--- config.mk ---
export PLATFORM = sky130hd
export DESIGN_NAME = bcd_sseg_scan_driver
export DESIGN_NICKNAME = d
export VERILOG_FILES = /design/src/rtl/bcd_sseg_scan_driver.sv
export SDC_FILE = /design/constraint.sdc
export NUM_CORES = 1
export LEC_CHECK = 0
export CAP_MARGIN = 30
export CELL_PAD_IN_SITES_DETAIL_PLACEMENT = 1
export CELL_PAD_IN_SITES_GLOBAL_PLACEMENT = 2
export CORE_MARGIN = 1.5
export CORE_UTILIZATION = 30
export DETAILED_ROUTE_END_ITERATION = 8
export PLACE_DENSITY = 0.77
export SLEW_MARGIN = 0
export SYNTH_ARGS = -nofsm -noshare
export SYNTH_HDL_FRONTEND = slang
export SYNTH_SLANG_ARGS = --single-unit
--- constraint.sdc ---
create_clock -name i_clk -period 1.62 [get_ports i_clk]
set_input_delay 0.162 -clock i_clk [delete_from_list [all_inputs] [get_ports i_clk]]
set_output_delay 0.162 -clock i_clk [all_outputs]
set_load 0.005 [all_outputs]
--- src/rtl/bcd_sseg_scan_driver.sv ---
// Four-digit multiplexed common-anode seven-segment driver for the Fibonacci BCD result.
// Latches digits on the producer's done tick, scans one digit per refresh slot and blinks on 9999.
module bcd_sseg_scan_driver #(
    parameter int REFRESH_DIV  = 50000,
    parameter int BLINK_FRAMES = 64
) (
    input  logic       i_clk,
    input  logic       i_reset,
    input  logic       i_load,
    input  logic [3:0] i_bcd3,
    input  logic [3:0] i_bcd2,
    input  logic [3:0] i_bcd1,
    input  logic [3:0] i_bcd0,
    input  logic       i_lz_blank,
    output logic       o_valid,
    output logic [3:0] o_an,
    output logic [6:0] o_seg
);

    localparam int CNT_W = (REFRESH_DIV > 1) ? $clog2(REFRESH_DIV) : 1;
    localparam int FRM_W = (BLINK_FRAMES > 1) ? $clog2(BLINK_FRAMES) : 1;
    localparam logic [CNT_W-1:0] CNT_LAST = CNT_W'(REFRESH_DIV - 1);
    localparam logic [FRM_W-1:0] FRM_LAST = FRM_W'(BLINK_FRAMES - 1);
    localparam logic [6:0]       SEG_OFF  = 7'h7F;
    localparam logic [6:0]       SEG_DASH = 7'h3F;
    localparam logic [3:0]       AN_OFF   = 4'b1111;

    // Active-low {g,f,e,d,c,b,a} pattern; anything outside 0-9 shows a dash.
    function automatic logic [6:0] decode_digit(input logic [3:0] d);
        logic [6:0] seg;
        case (d)
            4'd0:    seg = 7'h40;
            4'd1:    seg = 7'h79;
            4'd2:    seg = 7'h24;
            4'd3:    seg = 7'h30;
            4'd4:    seg = 7'h19;
            4'd5:    seg = 7'h12;
            4'd6:    seg = 7'h02;
            4'd7:    seg = 7'h78;
            4'd8:    seg = 7'h00;
            4'd9:    seg = 7'h10;
            default: seg = SEG_DASH;
        endcase
        return seg;
    endfunction

    logic [3:0]       digit_r [4];
    logic             valid_r;
    logic [CNT_W-1:0] refresh_cnt_r;
    logic [1:0]       sel_r;
    logic [FRM_W-1:0] frame_cnt_r;
    logic             phase_on_r;
    logic [3:0]       an_r;
    logic [6:0]       seg_r;

    logic             wrap_s;
    logic             frame_done_s;
    logic             blink_active_s;
    logic [3:0]       lz_zero_s;
    logic             blank_s;
    logic [3:0]       cur_digit_s;
    logic [3:0]       an_next_s;
    logic [6:0]       seg_next_s;

    assign wrap_s         = (refresh_cnt_r == CNT_LAST);
    assign frame_done_s   = wrap_s && (sel_r == 2'd3);
    assign blink_active_s = ({digit_r[3], digit_r[2], digit_r[1], digit_r[0]} == 16'h9999);

    // Digit capture and valid flag; a load simply overwrites whatever is held.
    always_ff @(posedge i_clk) begin
        if (i_reset) begin
            for (int k = 0; k < 4; k++) begin
                digit_r[k] <= 4'd0;
            end
            valid_r <= 1'b0;
        end else if (i_load) begin
            digit_r[3] <= i_bcd3;
            digit_r[2] <= i_bcd2;
            digit_r[1] <= i_bcd1;
            digit_r[0] <= i_bcd0;
            valid_r    <= 1'b1;
        end
    end

    // Refresh slot timer and digit select; untouched by loads.
    always_ff @(posedge i_clk) begin
        if (i_reset) begin
            refresh_cnt_r <= '0;
            sel_r         <= 2'd0;
        end else if (wrap_s) begin
            refresh_cnt_r <= '0;
            sel_r         <= sel_r + 2'd1;
        end else begin
            refresh_cnt_r <= refresh_cnt_r + CNT_W'(1);
        end
    end

    // Blink phase: toggles every BLINK_FRAMES complete scans while showing 9999; a load restarts it.
    always_ff @(posedge i_clk) begin
        if (i_reset) begin
            frame_cnt_r <= '0;
            phase_on_r  <= 1'b1;
        end else if (i_load || !blink_active_s) begin
            frame_cnt_r <= '0;
            phase_on_r  <= 1'b1;
        end else if (frame_done_s) begin
            if (frame_cnt_r == FRM_LAST) begin
                frame_cnt_r <= '0;
                phase_on_r  <= ~phase_on_r;
            end else begin
                frame_cnt_r <= frame_cnt_r + FRM_W'(1);
            end
        end
    end

    // Next anode/segment pattern for the currently selected digit.
    always_comb begin
        cur_digit_s  = digit_r[sel_r];
        lz_zero_s[3] = (digit_r[3] == 4'd0);
        lz_zero_s[2] = lz_zero_s[3] && (digit_r[2] == 4'd0);
        lz_zero_s[1] = lz_zero_s[2] && (digit_r[1] == 4'd0);
        lz_zero_s[0] = 1'b0;
        blank_s      = i_lz_blank && lz_zero_s[sel_r];
        an_next_s    = AN_OFF;
        seg_next_s   = SEG_OFF;
        if (valid_r && phase_on_r) begin
            an_next_s = ~(4'b0001 << sel_r);
            if (blank_s) begin
                seg_next_s = SEG_OFF;
            end else begin
                seg_next_s = decode_digit(cur_digit_s);
            end
        end else begin
            an_next_s  = AN_OFF;
            seg_next_s = SEG_OFF;
        end
    end

    // Registered display outputs, one cycle behind select and digit registers.
    always_ff @(posedge i_clk) begin
        if (i_reset) begin
            an_r  <= AN_OFF;
            seg_r <= SEG_OFF;
        end else begin
            an_r  <= an_next_s;
            seg_r <= seg_next_s;
        end
    end

    assign o_valid = valid_r;
    assign o_an    = an_r;
    assign o_seg   = seg_r;

endmodule

==> results of run 1 <==
cell type report:
class                      instances  area share, %
clock inverter                     3          0.585
inverter                           9           1.06
multi-input combinational        176           38.9
timing repair buffer              62           16.5
tap                              105           3.84
clock buffer                       5           2.01
sequential                        55           37.2
logic make-up (layout without fill, tap and decap cells):
family,count (synthesis),after routing,share of synthesized area [%]
adder cells (fa/ha/maj),11,11,5.40
AO/OA/AOI/OAI,22,22,5.01
flip-flops,55,55,49.5
XOR/XNOR,18,18,6.18
buffers and inverters,18,79,3.39
AND/OR/NAND/NOR,117,117,25.4
multiplexers,8,8,5.15
path summary, 6_finish.rpt:
path	slack (ns)	endpoint	start	depth (start not counted)
min reg2reg	0.51	frame_cnt_r[5]	frame_cnt_r[5]	2
min	0.48	digit_r[3][2]	i_bcd3[2]	2
max reg2reg	-0.05	o_seg[4]	digit_r[3][0]	6
max	-0.05	o_seg[4]	digit_r[3][0]	6
power groups by stage:
| stage | logic (uW) | registers [uW] | clock network (uW) |
|---|---|---|---|
| 2_1_floorplan | 124 | 1530 | 0 |
| 3_3_place_gp | 274 | 1530 | 0 |
| 3_5_place_dp | 281 | 1530 | 0 |
| 4_1_cts | 310 | 1500 | 792 |
| 5_1_grt | 354 | 1510 | 863 |
| 6_report | 322 | 1500 | 770 |
routing by layer:
metal | GRT usage [%] | vias up
li1 | - | 986
met1 | 17.9 | 905
met2 | 21.2 | 33
met3 | 2.95 | 9
met4 | 5.97 | 0
met5 | 0 | -
cells in the final DEF (no fill, tap or decap), types with 2 or more instances in the layout:
master and instances:
a21oi_1 6, a21oi_2 3, and2_1 17, and4_1 2, buf_4 28, buf_6 2
clkbuf_8 5, clkdlybuf4s50_1 31, clkinvlp_4 2, dfxtp_1 33, dfxtp_2 5, edfxtp_1 16
ha_1 7, ha_4 3, inv_1 6, inv_2 2, mux2i_1 3, mux4_2 4
nand2_1 14, nand3_1 12, nand4_1 7, nor2_1 33, nor2_4 2, nor3_1 4
nor4_1 2, nor4b_1 2, o21ai_0 5, o21ai_1 2, xnor2_1 7, xor2_1 11
what timing repair did:
action,in CTS,in global routing
buffers inserted,4,0
gates resized for setup,14,17
setup endpoints to repair,13,24
cloned,0,0
pin swaps,8,9
hold buffers,0,0
flip-flops by register name, summed over array words and instances (netlist names), named ones only:
| name | cells |
|---|---|
| digit_r | 16 |
| frame_cnt_r | 6 |
| o_an | 4 |
| o_seg | 7 |
| o_valid | 1 |
| phase_on_r | 1 |
| refresh_cnt_r | 16 |
| sel_r | 2 |
metrics by stage:
step / instances / util, % / cell area [um2] / worst slack (ns) / setup TNS [ns]
after floorplan: 249 / - / 2570 / -0.0302 / -0.0405
after global placement: 403 / 38.6 / 3170 / -0.132 / -1.71
after detailed placement: 403 / 38.6 / 3170 / -0.180 / -3.29
after CTS: 415 / 40.9 / 3360 / -0.0679 / -0.236
after global routing: 415 / 41.6 / 3420 / -0.126 / -1.19
final: 415 / 41.6 / 3420 / -0.0550 / -0.232
==> metrics, run 1 <==
DRT iter0 DRCs 27; Post-DRT Antenna Nets 0; top_reg_cell synth dfxtp_1; top layer reached by signal wires met4; sinks on the clock net 55; Crit path largest cell delay 0.57 ns; FP Rows 33; P_sw 643 uW; WL met2 2540 um; # IOs 32; Worst VDD drop 323 uV; CTS Root Cell clkbuf_8; Post-Syn Instances 249; failing checks negative setup slack; CP max-delay cell mux4_2; initial antenna violation count 0; htree depth 2; fin. max-slew vios 0; sequential share of the synthesized area 49.5%; crit-path max FO 4; Layout area overhead 34.2%; outcome complete, but fails checks; Synth area leader dfxtp_1; core area 8220 um2; Startpoint Class register; WL met3 189 um; largest net degree at the start of global routing 18; Worst Skew 0.00710 ns; Metal-1 WL 2680 um; Synth top area share 30.6%; TritonCTS Buffers 5; clock network power share 29.7%; ranking of synthesized cells by area dfxtp_1, edfxtp_1, ha_1; CTS tree yes; Nets 340; Leak 0.00126 uW; Hold Worst Slack 0.484 ns; Overflow after GRT 0; Seq cells post-synth 55; Post-synth EDFFs 16; Worst Tran Pin Value 0.765 ns; Worst Path Arrival 1.88 ns; most frequent cell after synthesis dfxtp_1; Max Buffers Root-to-Sink 2; FILL cells 941; CP Capture Type register; Setup Viol. Count Final 8; vias per std cell 4.66; vias 1,933; switch share 24.8%; Max-Cap Viols 0; overall power 2590 uW; WP data required 1.82 ns; Routed WL 5510 um; CP bufs+invs 1; cells along the critical path mux4_2 > inv_2 > ha_2 > nand3_1 > o21ai_1 > nand2_1; post-synthesis instance area 2550 um2; post-synthesis cell type count 47; Max Fclk 597 MHz; Tot GR Track Use 13.5%; unrepaired setup endpoints after global routing yes; asr flop ratio synth 0%; Post-synth top cells dfxtp_1, nor2_1, and2_1; setup slack after layout -0.0550 ns; fraction of layout cells with a size suffix above 1 25.5%; Power Density 758 nW/um2; post-DR wirelength/cell 13.3 um; Final GP Congestion 0.828; via count of the first global-routing pass 1,939; DIE AREA 9060 um2; Setup CP Type register to register; Internal Power 1950 uW; fin crit period 1.67 ns; register area 1270 um2; Initial Utilization 31.0%; clk_lat worst skew 0.32 ns; max_slew headroom 48.9%; Worst-path clk slew 0.10 ns; die height 95.2 um; Buffers on Ports 31; worst hold path class primary input to register; CP top delay family multiplexers; Synthesized Nets 280; Die Width 95.2 um; Comb pwr share 12.4%; Reg power frac 57.9%; first-pass GRT wire length 9290 um; Fin. Hold Viols 0; drt pass-1 iters 4; Post-route DRC 0; Multi-input gate area 1330 um2; Detail Placement HPWL 4090 um; Synth warnings 0; Final Cycle Share 103%; antenna fix cells 0; syn avg cell area 10.2 um2
Note: power is estimated with default switching activity, not from simulation.
==> run 2, diff against run 1 <==
--- a/config.mk
+++ b/config.mk
@@ -11,7 +11,7 @@
 export CORE_MARGIN = 1.5
 export CORE_UTILIZATION = 30
 export DETAILED_ROUTE_END_ITERATION = 8
-export PLACE_DENSITY = 0.77
+export PLACE_DENSITY_LB_ADDON = 0.1
 export SLEW_MARGIN = 0
 export SYNTH_ARGS = -nofsm -noshare
 export SYNTH_HDL_FRONTEND = slang
==> run 2 against run 1 <==
Effect of this change: clock skew is 0.0026 ns higher; non-clock buffer count grew 7; clock power rose by 40%; largest cell class unchanged; core utilization grew 1.1 points; cell count up 1.7%; the run still ends with negative setup slack left.
==> metrics, run 2 (same netlist as run 1, synthesis figures left out) <==
vias per std cell 4.62; outcome complete, but fails checks; post-DR wirelength/cell 13.5 um; htree depth 2; via count of the first global-routing pass 1,935; Max Fclk 596 MHz; register area 1270 um2; Tot GR Track Use 13.8%; CP top delay family multiplexers; Multi-input gate area 1320 um2; Routed WL 5710 um; Layout area overhead 37.6%; Buffers on Ports 31; DRT iter0 DRCs 59; antenna fix cells 0; WP data required 1.81 ns; largest net degree at the start of global routing 17; max_slew headroom 64.2%; commonest non-fill, non-tap cell in the layout buf_4; Hold-fix buffers, CTS 0; Crit path largest cell delay 0.58 ns; Power Density 826 nW/um2; failing checks negative setup slack; fin. max-slew vios 0; DIE AREA 9060 um2; CP bufs+invs 1; first-pass GRT wire length 9620 um; # IOs 32; CTS tree yes; drt pass-1 iters 4; Fin. Hold Viols 0; Worst-path clk slew 0.10 ns; sinks on the clock net 55; setup slack after layout -0.0569 ns; vias 1,948; die height 95.2 um; Post-DRT Antenna Nets 0; FP Rows 33; clk_lat worst skew 0.31 ns; Startpoint Class register; Worst Tran Pin Value 0.536 ns; fin crit period 1.68 ns; most frequent cells in the layout buf_4, dfxtp_1, nor2_1; CP max-delay cell mux4_2; worst hold path class primary input to register; CP Capture Type register; Nets 347; Die Width 95.2 um; Detail Placement HPWL 4130 um; Final Util 42.7%; cells along the critical path mux4_2 > inv_2 > ha_4 > o22ai_1 > nand2_1; Max-Cap Viols 0; TritonCTS Buffers 5; unrepaired setup endpoints after global routing yes; Reg power frac 51.9%; Worst Skew 0.00974 ns; Final Cycle Share 104%; core area 8220 um2; switch share 21.7%; Comb pwr share 10.9%; Worst VDD drop 397 uV; pre-CTS setup slack -0.287 ns; CTS Root Cell clkbuf_8; P_sw 629 uW; Initial Utilization 31.0%; Final GP Congestion 0.813; Post-DP Area 3210 um2; Setup CP Type register to register; FILL cells 937; Final Cell Area 3510 um2; Worst Path Arrival 1.87 ns; Internal Power 2270 uW; Overflow after GRT 0; Setup Viol. Count Final 6; Leak 0.00133 uW; crit-path max FO 4; fraction of layout cells with a size suffix above 1 27.4%; clock network power share 37.2%; Max Buffers Root-to-Sink 2; Post-route DRC 0; initial antenna violation count 0
-- run 2: path summary, 6_finish.rpt --
kind | start | to | slack, ns | cells after the start
max | digit_r[3][0] | o_seg[1] | -0.06 | 5
min | i_bcd3[2] | digit_r[3][2] | 0.50 | 2
max reg2reg | digit_r[3][0] | o_seg[1] | -0.06 | 5
min reg2reg | frame_cnt_r[5] | frame_cnt_r[5] | 0.52 | 2
-- run 2: metal layers --
layer	global-route usage, %	wire length [um]
met4	3.73	62
met2	21.0	2530
met5	0	0
met3	2.95	148
met1	19.5	2980
-- run 2: what timing repair did --
item,CTS,global route
hold endpoints to repair,0,0
endpoints found under the setup margin,13,49
resized for setup,13,18
pin swaps,4,8
buffers inserted,4,1
-- run 2: final cells by class --
type | count | share of cell area (%)
clock buffers | 6 | 2.07
multi-input cells | 176 | 37.7
repair buffers | 69 | 17.5
flip-flops and latches | 55 | 36.2
inverters | 9 | 1.03
well taps | 105 | 3.74
clock inverters | 2 | 1.71
-- run 2: worst reg2reg max path: cells and delay by family, from the launching register on --
kind | cells | cell delay (ns)
buffers and inverters | 1 | 0.13
AND/OR/NAND/NOR | 1 | 0.06
multiplexers | 1 | 0.58
adder cells (fa/ha/maj) | 1 | 0.21
flip-flops | 1 | 0.42
AO/OA/AOI/OAI | 1 | 0.16
-- run 2: per-stage QoR --
step,setup TNS [ns],total power (uW),hold WS (ns),cells
after floorplan,-0.0405,1650,0.278,249
after global placement,-5.04,1820,0.480,409
after detailed placement,-6.05,1820,0.489,409
after CTS,-0.374,2940,0.488,421
after global routing,-0.952,3030,0.496,422
final,-0.247,2900,0.502,422
-- run 2: power groups by stage --
stage / registers [uW] / logic (uW) / clock network [uW]
2_1_floorplan: 1530 / 124 / 0
3_3_place_gp: 1530 / 287 / 0
3_5_place_dp: 1540 / 287 / 0
4_1_cts: 1510 / 310 / 1120
5_1_grt: 1510 / 352 / 1160
6_report: 1500 / 316 / 1080
==> run 3, diff against run 2 <==
--- a/config.mk
+++ b/config.mk
@@ -11,7 +11,7 @@
 export CORE_MARGIN = 1.5
 export CORE_UTILIZATION = 30
 export DETAILED_ROUTE_END_ITERATION = 8
-export PLACE_DENSITY_LB_ADDON = 0.1
+export PLACE_DENSITY = 0.75
 export SLEW_MARGIN = 0
 export SYNTH_ARGS = -nofsm -noshare
 export SYNTH_HDL_FRONTEND = slang
==> run 3 against run 2 <==
Effect of this change: the run still ends with negative setup slack left; power decreased by 4.6%; sequential power barely moved; via count shrank 1.3%; cell count decreased by 1.4%; routed wire length shrank 2.1%; setup slack got worse by 0.011 ns; sequential cell count stayed put; highest routed layer unchanged.
==> metrics, run 3 (same netlist as run 1, synthesis figures left out) <==
outcome complete, but fails checks; failing checks negative setup slack; setup slack after layout -0.0680 ns; Max Fclk 592 MHz; Buffers on Ports 31; post-DR wirelength/cell 13.4 um; WP data required 1.85 ns; largest net degree at the start of global routing 18; Fin. Hold Viols 0; Min-Delay Path Depth 3; vias 1,922; CTS tree yes; first-pass GRT wire length 9520 um; setup TNS -0.237 ns; Routed WL 5590 um; Post-DRT Antenna Nets 0; Worst Skew 0.0126 ns; Max Buffers Root-to-Sink 2; # IOs 32; pre-CTS setup slack -0.172 ns; Setup Viol. Count Final 5; Tot GR Track Use 13.7%; DRT iter0 DRCs 44; M3 GR Usage 2.79%; worst r2r path cells 7; Worst Path Arrival 1.92 ns; Worst VDD drop 296 uV; fraction of layout cells with a size suffix above 1 25.4%; Startpoint Class register; max_slew headroom 46.4%; Max-Cap Viols 0; GR Util met1 17.9%; Initial Utilization 31.0%; GR Layer Usage met2 22.6%; cells along the critical path mux4_2 > inv_2 > buf_6 > ha_4 > a21o_1 > nand2_2 > o2111ai_2; clk_lat worst skew 0.31 ns; Multi-input gate area 1350 um2; Worst-path clk slew 0.10 ns; Layout area overhead 36.0%; htree depth 2; fin crit period 1.69 ns; via count of the first global-routing pass 1,937; Worst Tran Pin Value 0.802 ns; vias per std cell 4.62; CP Capture Type register; Post-route DRC 0; CTS Root Cell clkbuf_8; die height 95.2 um; Final Cycle Share 104%; core area 8220 um2; TritonCTS Buffers 5; sinks on the clock net 55; FP Rows 33; most frequent cells in the layout dfxtp_1, nor2_1, clkdlybuf4s50_1; CP max-delay cell mux4_2; register area 1270 um2; unrepaired setup endpoints after global routing yes; Power Density 797 nW/um2; FILL cells 910; Post-DP Area 3180 um2; Nets 341; DIE AREA 9060 um2; drt pass-1 iters 3; commonest non-fill, non-tap cell in the layout dfxtp_1; crit-path max FO 5; initial antenna violation count 0; antenna fix cells 0; Final Cell Area 3470 um2; Crit path largest cell delay 0.60 ns; Most Crowded Layer GR met2; fin. max-slew vios 0; Final GP Congestion 0.845; Overflow after GRT 0; Die Width 95.2 um; overall power 2760 uW; Leak 0.00130 uW; Setup CP Type register to register; worst hold path class primary input to register; Detail Placement HPWL 4050 um
run 3: metal layers:
layer,wire [um],share of wire [%]
met1,2690,48
met2,2630,47
met3,181,3.2
met4,84,1.5
met5,0,0
run 3: final timing paths:
path | start | to | slack (ns)
setup / recovery | register | o_seg[3] | -0.07
hold / removal | i_load | o_valid | 0.49
setup reg to reg | register | o_seg[3] | -0.07
hold reg to reg | phase_on_r | phase_on_r | 0.51
run 3: worst max-delay path: cells and delay by family (launching register included):
kind,cells,cell delay (ns)
AOI/OAI and AO/OA,2,0.19
adders and majority gates,1,0.11
buffers and inverters,2,0.25
DFF,1,0.41
muxes,1,0.60
and+or+nand+nor,1,0.06
run 3: repair_timing:
| item | CTS | global route |
|---|---|---|
| setup endpoints to repair | 13 | 14 |
| hold buffers | 0 | 0 |
| setup buffers | 2 | 2 |
| gates cloned | 0 | 0 |
| gates resized for setup | 13 | 17 |
| pin swaps | 4 | 6 |
run 3: power by group:
group          leakage (uW)  internal [uW]  switching, uW
registers          0.000490           1470           34.4
clock network     0.0000562            462            458
logic              0.000750            193            149
run 3: per-stage QoR:
stage / cells / util, % / hold WS [ns]
after floorplan: 249 / - / 0.278
after global placement: 404 / 38.6 / 0.476
after detailed placement: 404 / 38.6 / 0.494
after CTS: 414 / 41.0 / 0.481
after global routing: 416 / 42.2 / 0.495
final: 416 / 42.2 / 0.493
run 3: final cells by class:
cell class                 instances  area share [%]
clock buffer                       5            1.98
clock inverter                     3            1.23
inverter                           9           0.974
multi-input combinational        176            39.0
sequential                        55            36.5
tap                              105            3.79
timing repair buffer              63            16.5
